===== src/rtl/mantissa_mul_sequencer.sv =====
// Iterative radix-2^BitsPerCycle significand multiplier with normalisation.
// Produces the upper DataSize product bits plus guard and sticky.
module mantissa_mul_sequencer #(
    parameter int DataSize     = 24,
    parameter int BitsPerCycle = 4
) (
    input  logic                Clk,
    input  logic                Reset,
    input  logic                InValid,
    output logic                InReady,
    input  logic [DataSize-1:0] Mantissa1,
    input  logic [DataSize-1:0] Mantissa2,
    output logic                OutValid,
    input  logic                OutReady,
    output logic [DataSize-1:0] Result,
    output logic                NormShift,
    output logic                Guard,
    output logic                Sticky,
    output logic                Busy
);

    localparam int N  = DataSize / BitsPerCycle;
    localparam int PW = 2 * DataSize;
    localparam int KW = (N > 1) ? $clog2(N) : 1;

    typedef enum logic [1:0] {
        Idle,
        Mul,
        Norm,
        Done
    } stateT;

    stateT               state;
    logic [DataSize-1:0] m1;
    logic [DataSize-1:0] m2;
    logic [PW-1:0]       acc;
    logic [PW-1:0]       addend;
    logic [KW-1:0]       k;
    logic [BitsPerCycle-1:0] digit;
    int                  shamt;

    // One radix digit of the multiplier, weighted into the full-width product.
    always_comb begin
        shamt  = int'(k) * BitsPerCycle;
        digit  = BitsPerCycle'(m2 >> shamt);
        addend = (PW'(m1) * PW'(digit)) << shamt;
    end

    assign InReady = (state == Idle) && !Reset;

    always_ff @(posedge Clk or posedge Reset) begin
        if (Reset) begin
            state     <= Idle;
            m1        <= '0;
            m2        <= '0;
            acc       <= '0;
            k         <= '0;
            Result    <= '0;
            NormShift <= 1'b0;
            Guard     <= 1'b0;
            Sticky    <= 1'b0;
            OutValid  <= 1'b0;
            Busy      <= 1'b0;
        end else begin
            unique case (state)
                Idle: begin
                    if (InValid) begin
                        m1    <= Mantissa1;
                        m2    <= Mantissa2;
                        acc   <= '0;
                        k     <= '0;
                        Busy  <= 1'b1;
                        state <= Mul;
                    end
                end
                Mul: begin
                    acc <= acc + addend;
                    k   <= k + KW'(1);
                    if (k == KW'(N - 1)) begin
                        state <= Norm;
                    end
                end
                Norm: begin
                    // Product in [2,4) needs a one-bit right shift to normalise.
                    if (acc[PW-1]) begin
                        Result    <= acc[PW-1 -: DataSize];
                        Guard     <= acc[DataSize-1];
                        Sticky    <= |acc[DataSize-2:0];
                        NormShift <= 1'b1;
                    end else begin
                        Result    <= acc[PW-2 -: DataSize];
                        Guard     <= acc[DataSize-2];
                        Sticky    <= |acc[DataSize-3:0];
                        NormShift <= 1'b0;
                    end
                    OutValid <= 1'b1;
                    state    <= Done;
                end
                Done: begin
                    if (OutReady) begin
                        OutValid <= 1'b0;
                        Busy     <= 1'b0;
                        state    <= Idle;
                    end
                end
                default: state <= Idle;
            endcase
        end
    end

endmodule


===== config.mk =====
export PLATFORM = sky130hd
export DESIGN_NAME = mantissa_mul_sequencer
export DESIGN_NICKNAME = d
export VERILOG_FILES = /design/src/rtl/mantissa_mul_sequencer.sv
export SDC_FILE = /design/constraint.sdc
export NUM_CORES = 1
export LEC_CHECK = 0
export CAP_MARGIN = 15
export CORE_UTILIZATION = 58
export DETAILED_ROUTE_END_ITERATION = 10
export PLACE_DENSITY = 0.88
export SYNTH_ARGS = -nofsm -noshare
export SYNTH_HDL_FRONTEND = slang
export SYNTH_SLANG_ARGS = --single-unit

===== constraint.sdc =====
create_clock -name Clk -period 11.8 [get_ports Clk]
set_input_delay 1.77 -clock Clk [delete_from_list [all_inputs] [get_ports Clk]]
set_output_delay 1.77 -clock Clk [all_outputs]
set_load 0.02 [all_outputs]

==> flow_results.xml <==
<?xml version="1.0" encoding="UTF-8"?>
<metrics>
  <group name="cells_and_area">
    <metric name="layoutNonFillerInstCount" unit="">1728</metric>
    <metric name="nets" unit="">1634</metric>
    <metric name="final.fill_count" unit="">1591</metric>
    <metric name="area.growth.synth_to_final" unit="%">13.8</metric>
    <metric name="postLayoutCellArea" unit="um^2">13700</metric>
    <metric name="n_antenna_cell" unit="">0</metric>
    <metric name="drive_above_1_share" unit="">0.0898</metric>
  </group>
  <group name="synthesis">
    <metric name="mappedNetlistArea" unit="um^2">12000</metric>
    <metric name="synth_seq_area_share" unit="">0.271</metric>
    <metric name="synth_ff_type" unit="">sky130_fd_sc_hd__dfrtp_1</metric>
    <metric name="synthesis.instances" unit="">1392</metric>
    <metric name="ys_types" unit="">78</metric>
    <metric name="syn-num-nets" unit="">1581</metric>
    <metric name="synth_area_leaders" unit="">sky130_fd_sc_hd__dfrtp_1 (27%), sky130_fd_sc_hd__ha_1 (9.6%), sky130_fd_sc_hd__fa_1 (7.5%)</metric>
    <metric name="synthesis.area_per_instance" unit="um^2">8.63</metric>
    <metric name="synth_common_cells" unit="">sky130_fd_sc_hd__nand2_1 (152), sky130_fd_sc_hd__dfrtp_1 (130), sky130_fd_sc_hd__a21oi_1 (111)</metric>
    <metric name="synth.top_cell.area_share" unit="">0.271</metric>
    <metric name="synth_warnings" unit="">0</metric>
    <metric name="yosys_register_bits" unit="">130</metric>
    <metric name="synth_top_cell_by_area" unit="">sky130_fd_sc_hd__dfrtp_1</metric>
    <metric name="synth_enable_flop_cells" unit="">0</metric>
    <metric name="post-synth-top-count-cell" unit="">sky130_fd_sc_hd__nand2_1</metric>
    <metric name="asyncSetResetFlopFracSynth" unit="">1.00</metric>
  </group>
  <group name="floorplanning">
    <metric name="start_util" unit="">0.593</metric>
    <metric name="die_h" unit="um">146</metric>
    <metric name="die_w" unit="um">146</metric>
    <metric name="num_rows" unit="">52</metric>
    <metric name="core_region_area" unit="um^2">20200</metric>
    <metric name="design.die.area" unit="um^2">21300</metric>
    <metric name="ports_placed_on_the_boundary" unit="">82</metric>
  </group>
  <group name="clock_tree">
    <metric name="tritoncts" unit="">built</metric>
    <metric name="cts_setup_buffers" unit="">0</metric>
    <metric name="cts_bufs_inserted" unit="">17</metric>
    <metric name="ctsHtreeMaxLevel" unit="">4</metric>
    <metric name="clock_sink_count" unit="">130</metric>
    <metric name="clockBufferDepth" unit="">2</metric>
    <metric name="clock_tree.root_cell" unit="">sky130_fd_sc_hd__clkbuf_16</metric>
    <metric name="post_cts_resize_count" unit="">0</metric>
    <metric name="cts_hold_bufs" unit="">0</metric>
    <metric name="worst_setup_hold_path_clk_slew" unit="ns">0.06</metric>
    <metric name="insertion_delay" unit="ns">0.44</metric>
  </group>
  <group name="run">
    <metric name="max-cap-violations" unit="">0</metric>
  </group>
  <group name="global_routing">
    <metric name="grt_max_degree" unit="">73</metric>
    <metric name="first_global_vias" unit="">10200</metric>
    <metric name="groute.usage.overall" unit="">0.302</metric>
    <metric name="first_pass_grt_wire_length" unit="um">51600</metric>
    <metric name="gr-total-overflow" unit="">0</metric>
    <metric name="grt_antenna_before_repair" unit="">0</metric>
  </group>
  <group name="timing">
    <metric name="min_period" unit="ns">9.61</metric>
    <metric name="setup_tns" unit="ns">0</metric>
    <metric name="finClkSkew" unit="ns">0.00873</metric>
    <metric name="layout_worst_path_cycle_share" unit="">0.814</metric>
    <metric name="final_setup_violation_count" unit="">0</metric>
    <metric name="maxSlewHeadroom" unit="">0.231</metric>
    <metric name="final-max-slew-violation-count" unit="">0</metric>
    <metric name="hold_viol_final" unit="">0</metric>
    <metric name="rsz0062_at_grt" unit="">false</metric>
    <metric name="tightestPinTransition" unit="ns">1.15</metric>
    <metric name="max_freq" unit="GHz">0.104</metric>
  </group>
  <group name="critical_path">
    <metric name="setup.worst_path.class" unit="">reg2reg</metric>
    <metric name="critical_path.most_common_cell" unit="">sky130_fd_sc_hd__a21oi_1</metric>
    <metric name="critical_path.max_stage_delay" unit="ns">0.81</metric>
    <metric name="startpoint_type" unit="">register</metric>
    <metric name="reg2reg_depth" unit="">30</metric>
    <metric name="crit_path_max_fanout" unit="">39</metric>
    <metric name="rrSetupSlack" unit="ns">2.19</metric>
    <metric name="worstPathArrival" unit="ns">9.93</metric>
    <metric name="cpMaxStageDelayCell" unit="">sky130_fd_sc_hd__dfrtp_1</metric>
    <metric name="cp.required" unit="ns">12.12</metric>
    <metric name="critical_path.endpoint_type" unit="">register</metric>
  </group>
  <group name="detailed_routing">
    <metric name="detail_route.drc_violations" unit="">0</metric>
    <metric name="drtPass1Iterations" unit="">6</metric>
    <metric name="post_drt_via_cell_ratio" unit="">6.13</metric>
    <metric name="routedWlPerCell" unit="um">18.1</metric>
    <metric name="drtIter0Drc" unit="">910</metric>
    <metric name="num_vias" unit="">10600</metric>
    <metric name="number_of_nets_still_failing_antenna_checks_after_routing" unit="">0</metric>
    <metric name="wl" unit="um">31300</metric>
  </group>
  <group name="placed_design">
    <metric name="dpl.cell_count" unit="">1695</metric>
    <metric name="gp_congestion" unit="">0.992</metric>
    <metric name="postPlaceCellArea" unit="um^2">13000</metric>
    <metric name="dp_hpwl" unit="um">23400</metric>
    <metric name="port_buf_inserts" unit="">81</metric>
  </group>
  <group name="hold_path">
    <metric name="timing.hold.worst.class" unit="">reg2reg</metric>
    <metric name="hold_path_depth" unit="">1</metric>
  </group>
  <group name="outcome">
    <metric name="status" unit="">completed</metric>
  </group>
</metrics>
## layout by cell type (no fill, tap or decap), types with 11 or more instances in the layout
master and n:
sky130_fd_sc_hd__nand2_1 151, sky130_fd_sc_hd__dfrtp_1 130, sky130_fd_sc_hd__a21oi_1 111, sky130_fd_sc_hd__inv_1 108, sky130_fd_sc_hd__o21ai_0 102, sky130_fd_sc_hd__nor2_1 92
sky130_fd_sc_hd__ha_1 91, sky130_fd_sc_hd__clkdlybuf4s50_1 81, sky130_fd_sc_hd__nor2b_1 71, sky130_fd_sc_hd__mux2_2 57, sky130_fd_sc_hd__fa_1 45, sky130_fd_sc_hd__mux2i_1 43
sky130_fd_sc_hd__xnor2_1 29, sky130_fd_sc_hd__a21o_1 28, sky130_fd_sc_hd__xor2_1 25, sky130_fd_sc_hd__clkbuf_16 17, sky130_fd_sc_hd__nand2b_1 16, sky130_fd_sc_hd__and2_1 14
sky130_fd_sc_hd__and3_1 14, sky130_fd_sc_hd__nand3_1 14, sky130_fd_sc_hd__a211oi_1 12, sky130_fd_sc_hd__nor3_1 12, sky130_fd_sc_hd__buf_4 12, sky130_fd_sc_hd__o211ai_1 11
sky130_fd_sc_hd__or3_1 11, sky130_fd_sc_hd__o21a_1 11
## cell families after synthesis
kind of cell,Yosys count,synth area share
buf+inv,171,0.0536
mux,107,0.102
fa+ha+maj,137,0.171
simple gates,431,0.174
xor+xnor,54,0.0394
compound gates,362,0.189
flops,130,0.271
## critical path: cells and delay by family, from the launching register on
family,cells,cell delay (ns)
buf+inv,2,0.42
fa+ha+maj,4,1.47
mux,1,0.29
flops,1,0.81
simple gates,5,1.11
compound gates,18,5.35
## through the flow
stage          setup slack, ns   util  hold WS, ns
3_5_place_dp              2.45  0.644        0.489
5_1_grt                   1.64  0.675        0.517
6_report                  2.19  0.675        0.504
4_1_cts                   2.40  0.674        0.503
2_1_floorplan             3.51      -        0.474
3_3_place_gp              2.94  0.644        0.483
## per-layer routing
| layer | GRT usage | part of all wire | up-vias |
|---|---|---|---|
| met3 | 0.0489 | 0.065 | 68 |
| met4 | 0.111 | 0.027 | 0 |
| li1 | - | - | 4963 |
| met1 | 0.413 | 0.43 | 5139 |
| met5 | 0 | 0 | - |
| met2 | 0.484 | 0.47 | 425 |
## path summary, 6_finish.rpt
kind                        start         end
hold / removal             Sticky      Sticky
setup reg to reg             k[2]     acc[47]
hold reg to reg            Sticky      Sticky
min in group asynchronous   Reset      m2[13]
max in group asynchronous   Reset  Result[22]
setup / recovery             k[2]     acc[47]
## cell type report
| type | count | area (um^2) | area share |
|---|---|---|---|
| clock buffer | 18 | 439 | 0.0321 |
| timing repair buffer | 94 | 921 | 0.0674 |
| tap | 270 | 338 | 0.0247 |
| sequential | 130 | 3250 | 0.238 |
| multi-input combinational | 1091 | 8130 | 0.595 |
| clock inverter | 14 | 165 | 0.0121 |
| inverter | 111 | 419 | 0.0307 |
## registers in the layout (all words and copies together), names as in the netlist
register	flops
Sticky	1
Result	24
m1	24
OutValid	1
acc	48
Guard	1
m2	24
NormShift	1
state	2
Busy	1
k	3
Power is left out: the tool's default activity adds up to more than one toggle a clock period on the data nets, which glitch-free logic cannot reach.
